### src/rtl/decrypt_sequencer_pkg.sv
`default_nettype none
// ============================================================================
// Package   : decrypt_pkg
// Purpose   : Shared constants, FSM state type and tap-pattern table for the
//             program-3 decrypt sequencer (decrypt, depad, flag corruption).
// Revision  : 1.0  initial release
// ============================================================================
package decrypt_pkg;

  localparam logic [7:0] MSG_BASE     = 8'd64;  // ciphertext base in data memory
  localparam logic [7:0] OUT_BASE     = 8'd0;   // plaintext output base
  localparam int         MSG_LEN      = 64;     // bytes processed and written
  localparam int         PRE_MIN      = 10;     // guaranteed preamble spaces
  localparam logic [7:0] SPACE        = 8'h20;

  localparam logic [5:0] LAST_IDX     = 6'(MSG_LEN - 1);
  localparam logic [3:0] PRE_LAST     = 4'(PRE_MIN - 1);
  localparam logic [3:0] NUM_PAT_LAST = 4'd8;
  localparam logic [3:0] TAP_NONE     = 4'hF;

  // Candidate feedback tap masks, tried in index order during the search
  localparam logic [6:0] LFSR_TAPS [9] = '{7'h60, 7'h48, 7'h78, 7'h72, 7'h6A,
                                           7'h69, 7'h5C, 7'h7E, 7'h7B};

  typedef enum logic [2:0] {
    S_IDLE    = 3'd0,
    S_LOAD    = 3'd1,
    S_SEARCH  = 3'd2,
    S_SKIP    = 3'd3,
    S_COPY_RD = 3'd4,
    S_COPY_WR = 3'd5,
    S_FILL    = 3'd6,
    S_DONE    = 3'd7
  } state_t;

  // Out-of-range pattern indices fall back to pattern 0
  function automatic logic [6:0] taps_for(input logic [3:0] idx);
    taps_for = (idx <= NUM_PAT_LAST) ? LFSR_TAPS[idx] : LFSR_TAPS[0];
  endfunction

endpackage
`default_nettype wire

### src/rtl/decrypt_sequencer_lfsr7.sv
`default_nettype none
// ============================================================================
// Module    : lfsr7
// Purpose   : 7-bit Fibonacci LFSR with parallel load and single-step enable.
//             next = {s[5:0], ^(s & taps)}; load has priority over step.
// Revision  : 1.0  initial release
// ============================================================================
module lfsr7 (
  input  logic       clk,
  input  logic       rst,
  input  logic       load,
  input  logic [6:0] load_val,
  input  logic       step,
  input  logic [6:0] taps,
  output logic [6:0] state,
  output logic [6:0] next_state
);

  logic [6:0] state_q, state_d;

  assign next_state = {state_q[5:0], ^(state_q & taps)};
  assign state      = state_q;

  // Select between hold, reload and one shift step
  always_comb begin
    state_d = state_q;
    if (load) begin
      state_d = load_val;
    end else if (step) begin
      state_d = next_state;
    end
  end

  // State register
  always_ff @(posedge clk or posedge rst) begin
    if (rst) begin
      state_q <= '0;
    end else begin
      state_q <= state_d;
    end
  end

endmodule
`default_nettype wire

### src/rtl/decrypt_sequencer.sv
`default_nettype none
// ============================================================================
// Module    : decrypt_sequencer
// Purpose   : Recovers LFSR taps/seed from the space preamble of the message
//             at MSG_BASE, decrypts it, strips leading spaces, flags parity
//             errors in bit 7 and writes 64 bytes to OUT_BASE.
// Options   : DSEQ_ERR_COUNT_EN - adds err_count[6:0], the number of written
//             bytes carrying a parity-error flag.
// Revision  : 1.0  initial release
// ============================================================================
module decrypt_sequencer (
  input  logic       Clk,
  input  logic       Reset,
  input  logic       Start,
  output logic       Ack,
  output logic [7:0] mem_addr,
  output logic       mem_we,
  output logic [7:0] mem_wdata,
  input  logic [7:0] mem_rdata,
  output logic [3:0] tap_sel
`ifdef DSEQ_ERR_COUNT_EN
  ,
  output logic [6:0] err_count
`endif
);
  import decrypt_pkg::*;

  state_t     state_q, state_d;
  logic       start_q, start_d;
  logic [3:0] cnt_q, cnt_d;          // load index, then preamble index k
  logic [5:0] rd_idx_q, rd_idx_d;
  logic [5:0] wr_idx_q, wr_idx_d;
  logic [3:0] pidx_q, pidx_d;        // pattern under test / in use
  logic [3:0] tap_sel_q, tap_sel_d;
  logic [6:0] init_q, init_d;
  logic [6:0] pre_buf_q [PRE_MIN];
  logic [6:0] pre_buf_d [PRE_MIN];
  logic [7:0] data_q, data_d;

  logic       lfsr_load, lfsr_step;
  logic [6:0] lfsr_taps, lfsr_state, lfsr_next;
  logic [6:0] w_plain;
  logic       w_perr, w_launch;

  assign lfsr_taps = taps_for(pidx_q);
  assign w_plain   = mem_rdata[6:0] ^ lfsr_state;
  assign w_perr    = mem_rdata[7] ^ (^mem_rdata[6:0]);
  assign w_launch  = (state_q == S_IDLE) && start_q && !Start;
  assign tap_sel   = tap_sel_q;

  lfsr7 u_lfsr (
    .clk        (Clk),
    .rst        (Reset),
    .load       (lfsr_load),
    .load_val   (init_q),
    .step       (lfsr_step),
    .taps       (lfsr_taps),
    .state      (lfsr_state),
    .next_state (lfsr_next)
  );

  // Next-state, memory interface and LFSR control
  always_comb begin
    state_d   = state_q;
    start_d   = Start;
    cnt_d     = cnt_q;
    rd_idx_d  = rd_idx_q;
    wr_idx_d  = wr_idx_q;
    pidx_d    = pidx_q;
    tap_sel_d = tap_sel_q;
    init_d    = init_q;
    pre_buf_d = pre_buf_q;
    data_d    = data_q;
    lfsr_load = 1'b0;
    lfsr_step = 1'b0;
    mem_addr  = '0;
    mem_we    = 1'b0;
    mem_wdata = '0;
    Ack       = 1'b0;

    case (state_q)
      S_IDLE: begin
        if (w_launch) begin
          state_d   = S_LOAD;
          cnt_d     = '0;
          tap_sel_d = TAP_NONE;
        end
      end
      S_LOAD: begin
        mem_addr         = MSG_BASE + {4'd0, cnt_q};
        pre_buf_d[cnt_q] = mem_rdata[6:0];
        if (cnt_q == '0) begin
          init_d = mem_rdata[6:0] ^ SPACE[6:0];
        end
        if (cnt_q == PRE_LAST) begin
          state_d   = S_SEARCH;
          cnt_d     = 4'd1;
          pidx_d    = '0;
          lfsr_load = 1'b1;
        end else begin
          cnt_d = cnt_q + 4'd1;
        end
      end
      S_SEARCH: begin
        // One preamble byte per cycle against the next LFSR value
        if (init_q == '0) begin
          tap_sel_d = TAP_NONE;
          pidx_d    = '0;
          state_d   = S_SKIP;
          rd_idx_d  = '0;
          lfsr_load = 1'b1;
        end else if ((pre_buf_q[cnt_q] ^ lfsr_next) == SPACE[6:0]) begin
          if (cnt_q == PRE_LAST) begin
            tap_sel_d = pidx_q;
            state_d   = S_SKIP;
            rd_idx_d  = '0;
            lfsr_load = 1'b1;
          end else begin
            cnt_d     = cnt_q + 4'd1;
            lfsr_step = 1'b1;
          end
        end else if (pidx_q == NUM_PAT_LAST) begin
          tap_sel_d = TAP_NONE;
          pidx_d    = '0;
          state_d   = S_SKIP;
          rd_idx_d  = '0;
          lfsr_load = 1'b1;
        end else begin
          pidx_d    = pidx_q + 4'd1;
          cnt_d     = 4'd1;
          lfsr_load = 1'b1;
        end
      end
      S_SKIP: begin
        // A non-space or parity-error byte is left unconsumed for COPY_RD
        mem_addr = MSG_BASE + {2'd0, rd_idx_q};
        if ((w_plain == SPACE[6:0]) && !w_perr) begin
          lfsr_step = 1'b1;
          if (rd_idx_q == LAST_IDX) begin
            state_d  = S_FILL;
            wr_idx_d = '0;
          end else begin
            rd_idx_d = rd_idx_q + 6'd1;
          end
        end else begin
          state_d  = S_COPY_RD;
          wr_idx_d = '0;
        end
      end
      S_COPY_RD: begin
        mem_addr = MSG_BASE + {2'd0, rd_idx_q};
        data_d   = {w_perr, w_plain};
        state_d  = S_COPY_WR;
      end
      S_COPY_WR: begin
        mem_addr  = OUT_BASE + {2'd0, wr_idx_q};
        mem_we    = 1'b1;
        mem_wdata = data_q;
        lfsr_step = 1'b1;
        if (rd_idx_q == LAST_IDX) begin
          // Nothing skipped means the copy alone filled all 64 slots
          if (wr_idx_q == LAST_IDX) begin
            state_d = S_DONE;
          end else begin
            state_d  = S_FILL;
            wr_idx_d = wr_idx_q + 6'd1;
          end
        end else begin
          rd_idx_d = rd_idx_q + 6'd1;
          wr_idx_d = wr_idx_q + 6'd1;
          state_d  = S_COPY_RD;
        end
      end
      S_FILL: begin
        mem_addr  = OUT_BASE + {2'd0, wr_idx_q};
        mem_we    = 1'b1;
        mem_wdata = SPACE;
        if (wr_idx_q == LAST_IDX) begin
          state_d = S_DONE;
        end else begin
          wr_idx_d = wr_idx_q + 6'd1;
        end
      end
      S_DONE: begin
        Ack = 1'b1;
      end
      default: begin
        state_d = S_IDLE;
      end
    endcase

    // Start high aborts from anywhere and suppresses any pending write
    if (Start) begin
      state_d = S_IDLE;
      mem_we  = 1'b0;
    end
  end

  // Control and datapath registers
  always_ff @(posedge Clk or posedge Reset) begin
    if (Reset) begin
      state_q   <= S_IDLE;
      start_q   <= 1'b0;
      cnt_q     <= '0;
      rd_idx_q  <= '0;
      wr_idx_q  <= '0;
      pidx_q    <= '0;
      tap_sel_q <= TAP_NONE;
      init_q    <= '0;
      pre_buf_q <= '{default: '0};
      data_q    <= '0;
    end else begin
      state_q   <= state_d;
      start_q   <= start_d;
      cnt_q     <= cnt_d;
      rd_idx_q  <= rd_idx_d;
      wr_idx_q  <= wr_idx_d;
      pidx_q    <= pidx_d;
      tap_sel_q <= tap_sel_d;
      init_q    <= init_d;
      pre_buf_q <= pre_buf_d;
      data_q    <= data_d;
    end
  end

`ifdef DSEQ_ERR_COUNT_EN
  logic [6:0] err_cnt_q, err_cnt_d;

  // Count flagged bytes actually written; cleared at each launch
  always_comb begin
    err_cnt_d = err_cnt_q;
    if (w_launch) begin
      err_cnt_d = '0;
    end else if (mem_we && mem_wdata[7]) begin
      err_cnt_d = err_cnt_q + 7'd1;
    end
  end

  // Error counter register
  always_ff @(posedge Clk or posedge Reset) begin
    if (Reset) begin
      err_cnt_q <= '0;
    end else begin
      err_cnt_q <= err_cnt_d;
    end
  end

  assign err_count = err_cnt_q;
`else
`endif

endmodule
`default_nettype wire

### config.mk
export PLATFORM = sky130hd
export DESIGN_NAME = decrypt_sequencer
export DESIGN_NICKNAME = d
export VERILOG_FILES = /design/src/rtl/decrypt_sequencer_pkg.sv /design/src/rtl/decrypt_sequencer_lfsr7.sv /design/src/rtl/decrypt_sequencer.sv
export SDC_FILE = /design/constraint.sdc
export NUM_CORES = 1
export LEC_CHECK = 0
export CORE_MARGIN = 1.5
export CORE_UTILIZATION = 53
export DETAILED_ROUTE_END_ITERATION = 8
export DONT_BUFFER_PORTS = 1
export GPL_TIMING_DRIVEN = 0
export PLACE_DENSITY = 0.68
export SYNTH_ARGS = -nofsm -noshare
export SYNTH_HDL_FRONTEND = slang
export SYNTH_SLANG_ARGS = --single-unit
### constraint.sdc
create_clock -name Clk -period 4.51 [get_ports Clk]
set_clock_uncertainty 0.1 [all_clocks]
set_input_delay 0.451 -clock Clk [delete_from_list [all_inputs] [get_ports Clk]]
set_output_delay 0.451 -clock Clk [all_outputs]
set_load 0.01 [all_outputs]
Word-level counts from Yosys, hierarchy flattened
Memories as Yosys holds them, arrays and structs flattened.
Index checks and enable logic that the tools add are counted.
{"block": "word_totals", "register_bits": 120, "latch_bits": 0, "ram_bits": 0, "rom_bits": 112, "out_inout_bits": 22, "mem_count": 1}
{"block": "classes", "add_sub_neg": 6, "n_mul": 0, "div": 0, "order_cmp": 4, "eq_ne": 29, "shifts": 0, "mux": 68, "bitwise": 7, "reduce_logical": 27}
{"name": "(no name shown)", "depth": 16, "word_bits": 7, "read_ports": 1, "rd_ports_with_merged_regs": 0, "wr": 0, "line": "decrypt_sequencer_pkg.sv:38", "text": "taps_for = (idx <= NUM_PAT_LAST) ? LFSR_TAPS[idx] : LFSR_TAPS[0];"}
{"cell": "$bwmux W70", "n": 1}
{"cell": "$mux W4", "n": 15}
{"cell": "$mux W6", "n": 10}
{"cell": "$mux W7", "n": 8}
{"cell": "$pmux W6 S3", "n": 2}
{"cell": "$mux W3", "n": 11}
{"cell": "$bmux W7 S4", "n": 1}
{"cell": "$demux W7 S4", "n": 1}
{"cell": "$pmux W8 S3", "n": 1}
{"cell": "$ne A3 B3 Y1 const B", "n": 7}
{"cell": "$pmux W3 S7", "n": 1}
{"cell": "$pmux W4 S2", "n": 2}
{"cell": "$pmux W8 S2", "n": 1}
{"cell": "$eq A7 B6 Y1 const B", "n": 2}
{"cell": "$reduce_xor A7 Y1", "n": 2}
{"cell": "$xor A7 B7 Y7", "n": 2}
{"cell": "$add A6 B1 Y6 const B", "n": 2}
{"cell": "$eq A3 B3 Y1 const B", "n": 4}
{"cell": "$eq A6 B6 Y1 const B", "n": 2}
{"cell": "$ne A4 B4 Y1 const B", "n": 3}
{"cell": "$pmux W4 S3", "n": 1}
{"cell": "$mux W1", "n": 11}
{"cell": "$ge A5 B5 Y1 const B", "n": 2}
{"cell": "$ne A5 B5 Y1 const B", "n": 2}
{"cell": "29 further kinds", "n": 47}

Logic depth before layout (Yosys ltp)
{"block": "depth", "word_depth": 14, "mapped_depth": 12, "mapped_depth_nobuf": 11}

Hierarchy
A second synthesis with hierarchy kept.
{"block": "hier_totals", "hier_cells": 608, "hier_area_um2": 6512.5}
{"module": "decrypt_sequencer", "instances": 1, "cells_each": 560, "area_per_inst_um2": 6055.8}
{"module": "lfsr7", "instances": 1, "cells_each": 48, "area_per_inst_um2": 456.7}

Least setup slack after synthesis
Ideal clock, no wire load.
{"block": "synth_timing", "path_type": "register to register", "startpoint": "reg pidx_q[1]", "endpoint": "reg u_lfsr.state_q[4] (netlist: u_lfsr.state[4])", "setup_time_ps": 126, "t_arrival_ps": 3068, "t_required_ps": 4284, "setup_slack_ps": 1216, "path_stages_with_launch": 13, "path_buffers": 1, "path_cell_list": "dfrtp_1 -> inv_1 -> ha_1 -> a21o_1 -> a221oi_2 -> o21ai_1 -> a32oi_1 -> xnor3_1 -> xor2_1 -> o41a_1 -> or2_0 -> buf_2 -> a221o_1"}
{"block": "synth_via", "elab_chain_cells": 13, "elab_cells_between_ends": 18, "classes_between": "order compare (1); eq/ne (1); mux (10); bitwise (3); reduce/logical (2); memory (1)"}
{"item": "from (decl)", "line": "decrypt_sequencer.sv:33", "text": "logic [3:0] pidx_q, pidx_d;"}
{"item": "from (signal assigned)", "line": "decrypt_sequencer.sv:218", "text": "pidx_q <= pidx_d;"}
{"item": "$not A4 Y5 (not written as such)", "line": "decrypt_sequencer_pkg.sv:38"}
{"item": "$mem_v2 Z16 W7"}
{"item": "$mux W7 (not written as such) (2 in series)", "line": "decrypt_sequencer_pkg.sv:38"}
{"item": "$mux W7 *", "line": "decrypt_sequencer_pkg.sv:38"}
{"item": "$and A7 B7 Y7 *", "line": "decrypt_sequencer_lfsr7.sv:21", "text": "assign next_state = {state_q[5:0], ^(state_q & taps)};"}
{"item": "$reduce_xor A7 Y1 *", "line": "decrypt_sequencer_lfsr7.sv:21"}
{"item": "$xor A7 B7 Y7 *", "line": "decrypt_sequencer.sv:112", "text": "end else if ((pre_buf_q[cnt_q] ^ lfsr_next) == SPACE[6:0]) begin"}
{"item": "$eq A7 B6 Y1 *", "line": "decrypt_sequencer.sv:112"}
{"item": "$mux W1", "line": "decrypt_sequencer.sv:112"}
{"item": "$mux W1", "line": "decrypt_sequencer.sv:106", "text": "if (init_q == '0) begin"}
{"item": "$pmux W1 S3 / $pmux W1 S2 (equally long branches)", "line": "decrypt_sequencer.sv:81", "text": "case (state_q)"}
{"item": "$reduce_bool A2 Y1 (no source line) / $mux W7 (equally long branches)"}
{"item": "to (signal assigned)", "line": "decrypt_sequencer_lfsr7.sv:39", "text": "state_q <= state_d;"}
{"item": "to (decl)", "line": "decrypt_sequencer_lfsr7.sv:19", "text": "logic [6:0] state_q, state_d;"}
Mark *: on every way between the ends. The rest lies on a longest branch, timed or not. The select of a mux whose other input is x is not followed.
A chain may end at the register's enable or synchronous reset.

Worst setup path after layout
{"block": "layout_timing", "startpoint": "reg cnt_q[2]", "endpoint": "reg u_lfsr.state_q[3] (netlist: u_lfsr.state[3])"}
{"block": "layout_via", "elab_chain_cells": 10, "elab_cells_between_ends": 17, "classes_between": "eq/ne (2); mux (12); bitwise (2); reduce/logical (1)"}
{"item": "from (decl)", "line": "decrypt_sequencer.sv:30", "text": "logic [3:0] cnt_q, cnt_d;"}
{"item": "from (signal assigned)", "line": "decrypt_sequencer.sv:215", "text": "cnt_q <= cnt_d;"}
{"item": "$not A4 Y5 (not written as such)", "line": "decrypt_sequencer.sv:112"}
{"item": "$bmux W7 S4", "line": "decrypt_sequencer.sv:112"}
{"item": "$mux W7 (not written as such) (2 in series)", "line": "decrypt_sequencer.sv:112"}
{"item": "$xor A7 B7 Y7", "line": "decrypt_sequencer.sv:112"}
{"item": "$eq A7 B6 Y1", "line": "decrypt_sequencer.sv:112"}
{"item": "$mux W1", "line": "decrypt_sequencer.sv:112"}
{"item": "$mux W1", "line": "decrypt_sequencer.sv:106"}
{"item": "$pmux W1 S3 / $pmux W1 S2 (equally long branches)", "line": "decrypt_sequencer.sv:81"}
{"item": "$reduce_bool A2 Y1 (no source line) / $mux W7 (equally long branches)"}
Several ways; a longest one is shown, not always the timed one. The select of a mux whose other input is x is not followed.

==> flow_metrics.py <==
metrics = {
    "synth": {
        "ys_warn_count": 0,
        "synthArstFlopShare_pct": 100.0,
        "ys_seq_elements": 114,
        "syn-cell-area_sq_mm": 0.006466,
        "synth.avg_cell_area_sq_um": 10.67,
        "synth.distinct_cells": 63,
        "netlist_instances": 606,
        "ys.flop_type": "dfrtp_1",
        "synth.net_count": 627,
        "ys_seq_area_share_pct": 44.20,
        "synth_enable_flop_cells": 0,
    },
    "power_and_ir_drop": {
        "power.internal_uw": 3317,
        "leakage_uw": 0.003111,
        "clockPowerShare_pct": 28.0,
        "p_sw_uw": 1874,
        "p_comb_share_pct": 38.0,
        "peakVddDrop_mv": 0.4625,
        "swShare_pct": 36.10,
        "powerDensity_mw_per_mm2": 707.1,
        "p_seq_share_pct": 34.0,
    },
    "grt": {
        "antenna_found_initial": 0,
        "grt_pass1_vias": 4903,
        "grt_util_met3_pct": 6.376,
        "grt_use_total_pct": 27.23,
        "grt_pass1_wl_mm": 26.48,
        "grt_overflow_total": 0,
        "busiest_layer": "met2",
        "grt_util_met2_pct": 43.76,
        "grt_max_degree": 71,
        "use_met1_pct": 35.47,
    },
    "cells_and_area": {
        "antennaDiodeCount": 0,
        "fin_util_pct": 61.37,
        "syn2layout_area_growth_pct": 13.53,
        "layout-drive-gt1-share_pct": 21.22,
        "nets": 649,
    },
    "die": {
        "coreArea_sq_mm": 0.01196,
        "die-width_um": 113.5,
        "rows": 40,
        "initial_utilization_pct": 54.06,
        "num_io_pins": 33,
        "die_area_sq_mm": 0.01287,
        "die_y_um": 113.5,
    },
    "sta": {
        "fin_crit_ns": 3.978,
        "timing.final.crit_share_pct": 88.20,
        "drv_slew": 0,
        "worstMarginPinSlew_ns": 1.151,
        "hold_viol": 0,
        "setup_slack_ns": 0.5320,
        "setup_viol": 0,
        "max_slew_margin_pct": 22.26,
        "rsz0062_at_grt": "false",
        "fmax_mhz": 251.4,
    },
    "route": {
        "vias": 4974,
        "totalWireLength_mm": 16.49,
        "ant_nets": 0,
        "drt_iter0_drc": 602,
        "avgRoutedWirePerCell_um": 20.93,
        "drt-pass1-iter-count": 7,
        "drc": 0,
        "routed_via_density": 6.312,
    },
    "cts": {
        "worstSkewPairLatency_ns": 0.43,
        "cts_htree_levels": 4,
        "root_buffer": "clkbuf_16",
        "clock_path_buffers": 2,
        "clkSinkCount": 114,
        "hold_buffers": 2,
        "cts_tree": "built",
        "ctsResizeCount": 0,
        "cts_setup_buffers": 0,
        "clk_pin_slew_ns": 0.06,
        "cts_buffers": 17,
    },
    "critical_path": {
        "crit_required_ns": 4.72,
        "crit_path_start_kind": "flop",
        "crit_arrival_ns": 4.18,
        "worst-setup-path-type": "flop to flop",
        "end_kind": "flop",
        "cp_max_fo": 10,
    },
    "placed_design": {
        "io_buffers": 0,
        "place_hpwl_mm": 11.56,
        "gp_congestion": 0.9359,
        "dp_slack_ns": 0.5654,
    },
    "run": {
        "drv_cap": 0,
    },
    "outcome": {
        "status": "finished clean",
    },
    "min_path": {
        "min-delay-path-class": "input port to flop",
    },
}
## power groups by stage
stage | logic, uW | registers [uW] | clock network, uW
final | 1970 | 1770 | 1450
after global routing | 2140 | 1810 | 1510
after CTS | 1960 | 1750 | 1470
after detailed placement | 1940 | 1760 | 0
after global placement | 1880 | 1740 | 0
after floorplan | 1560 | 1640 | 0
## state kept, by name, indices dropped and copies added (netlist names), 6 cells and up
register and flops:
u_lfsr.state 7, init_q 7, data_q 8, pre_buf_q 64, rd_idx_q 6, wr_idx_q 6
## through the flow
stage / setup TNS (ns) / cells / total power, uW / hold WS (ns) / area, sq um
after floorplan: 0 / 606 / 3198 / 0.3408 / 6466
after global placement: -18.19 / 753 / 3614 / 0.3581 / 6650
after detailed placement: 0 / 754 / 3702 / 0.3389 / 6680
after CTS: 0 / 788 / 5184 / 0.07118 / 7341
after global routing: 0 / 788 / 5462 / 0.07461 / 7341
final: 0 / 788 / 5191 / 0.08140 / 7341
## layout make-up
| class | instances | area [sq um] |
|---|---|---|
| Buffer | 34 | 146.4 |
| Inverter | 8 | 32.53 |
| Timing Repair Buffer | 3 | 47.55 |
| Clock buffer | 18 | 439.2 |
| Sequential cell | 114 | 2858 |
| Tap cell | 147 | 183.9 |
| Clock inverter | 14 | 201.4 |
| Fill cell | 950 | 4621 |
| Multi-Input combinational cell | 450 | 3432 |
## cell usage in the layout (no fill, tap or decap), types with 5 or more instances in the layout
master,Yosys,layout
a22o_1,8,8
and2_1,13,13
mux2i_1,21,21
nor2b_1,10,10
o21ai_0,25,25
and3_1,20,20
xnor2_1,21,21
clkbuf_1,23,23
dfrtp_1,110,110
nand2_1,58,58
ha_1,10,10
buf_2,6,6
nand3_1,21,21
clkbuf_16,0,17
a21o_1,7,7
nor2_1,31,31
inv_1,6,5
a21oi_1,24,24
mux4_2,13,13
nand2b_1,19,19
a221o_1,7,7
mux2_2,68,68
nor3_1,11,11
## critical path, cell delays in order, from the launching register on
cell and delay [ns]:
dfrtp_1 0.48, buf_1 0.50, clkbuf_1 0.53, mux4_2 0.39
a21oi_1 0.17, nand3_1 0.11, xnor2_1 0.18, nand3_1 0.21
o41a_1 0.45, or2_0 0.21, buf_2 0.17, a221o_1 0.35
## synth_stat cells (3+ instances only)
| library cell | number | share of area (%) |
|---|---|---|
| a21oi_1 | 24 | 1.9 |
| mux2i_1 | 21 | 3.3 |
| a31oi_1 | 4 | 0.39 |
| buf_1 | 3 | 0.17 |
| and3_1 | 20 | 1.9 |
| nand2_1 | 58 | 3.4 |
| nand3_1 | 21 | 1.6 |
| dfrtp_1 | 110 | 43 |
| a221o_1 | 7 | 1.1 |
| nor2b_1 | 10 | 0.97 |
| a22o_1 | 8 | 1.1 |
| clkbuf_1 | 23 | 1.3 |
| xnor2_1 | 21 | 2.8 |
| and2_1 | 13 | 1.3 |
| inv_1 | 6 | 0.35 |
| xor2_1 | 4 | 0.54 |
| o21ai_0 | 25 | 1.9 |
| buf_2 | 6 | 0.46 |
| nor2_1 | 31 | 1.8 |
| o311a_1 | 3 | 0.46 |
| o21ai_1 | 4 | 0.31 |
| mux4_2 | 13 | 4.5 |
| o221a_1 | 4 | 0.70 |
| o21a_1 | 4 | 0.46 |
| nor3_1 | 11 | 0.85 |
| mux2_2 | 68 | 12 |
| a32oi_1 | 4 | 0.54 |
| a21o_1 | 7 | 0.81 |
| nand2b_1 | 19 | 1.8 |
| ha_1 | 10 | 1.9 |
| dfstp_2 | 4 | 1.6 |
| o211ai_1 | 3 | 0.35 |
## worst paths after layout
| kind | slack, ns | from | endpoint | cells after the start |
|---|---|---|---|---|
| setup reg to reg | 0.53 | cnt_q[2] | u_lfsr.state[3] | 11 |
| hold / removal | 0.08 | mem_rdata[5] | pre_buf_q[12] | 1 |
| setup / recovery | 0.53 | cnt_q[2] | u_lfsr.state[3] | 11 |
| min in group asynchronous | 0.48 | Reset | wr_idx_q[3] | 2 |
| max in group asynchronous | 3.10 | Reset | pre_buf_q[7] | 3 |
| hold reg to reg | 0.38 | pre_buf_q[3] | pre_buf_q[3] | 2 |
## routing by layer
| metal | vias to the layer above | part of all wire, % |
|---|---|---|
| li1 | 2259 | - |
| met1 | 2518 | 43 |
| met2 | 162 | 49 |
| met3 | 35 | 5.5 |
| met4 | 0 | 2.8 |
| met5 | - | 0 |
## logic make-up after synthesis
kind of cell / share of synthesized area [%]
AND/OR/NAND/NOR: 15.25
flip-flops: 44.20
AO/OA/AOI/OAI: 12.31
multiplexers: 19.79
buffers and inverters: 2.728
XOR/XNOR: 3.734
adder cells (fa/ha/maj): 1.935
other: 0.05799
No activity file was read; power rests on OpenSTA's default activity.
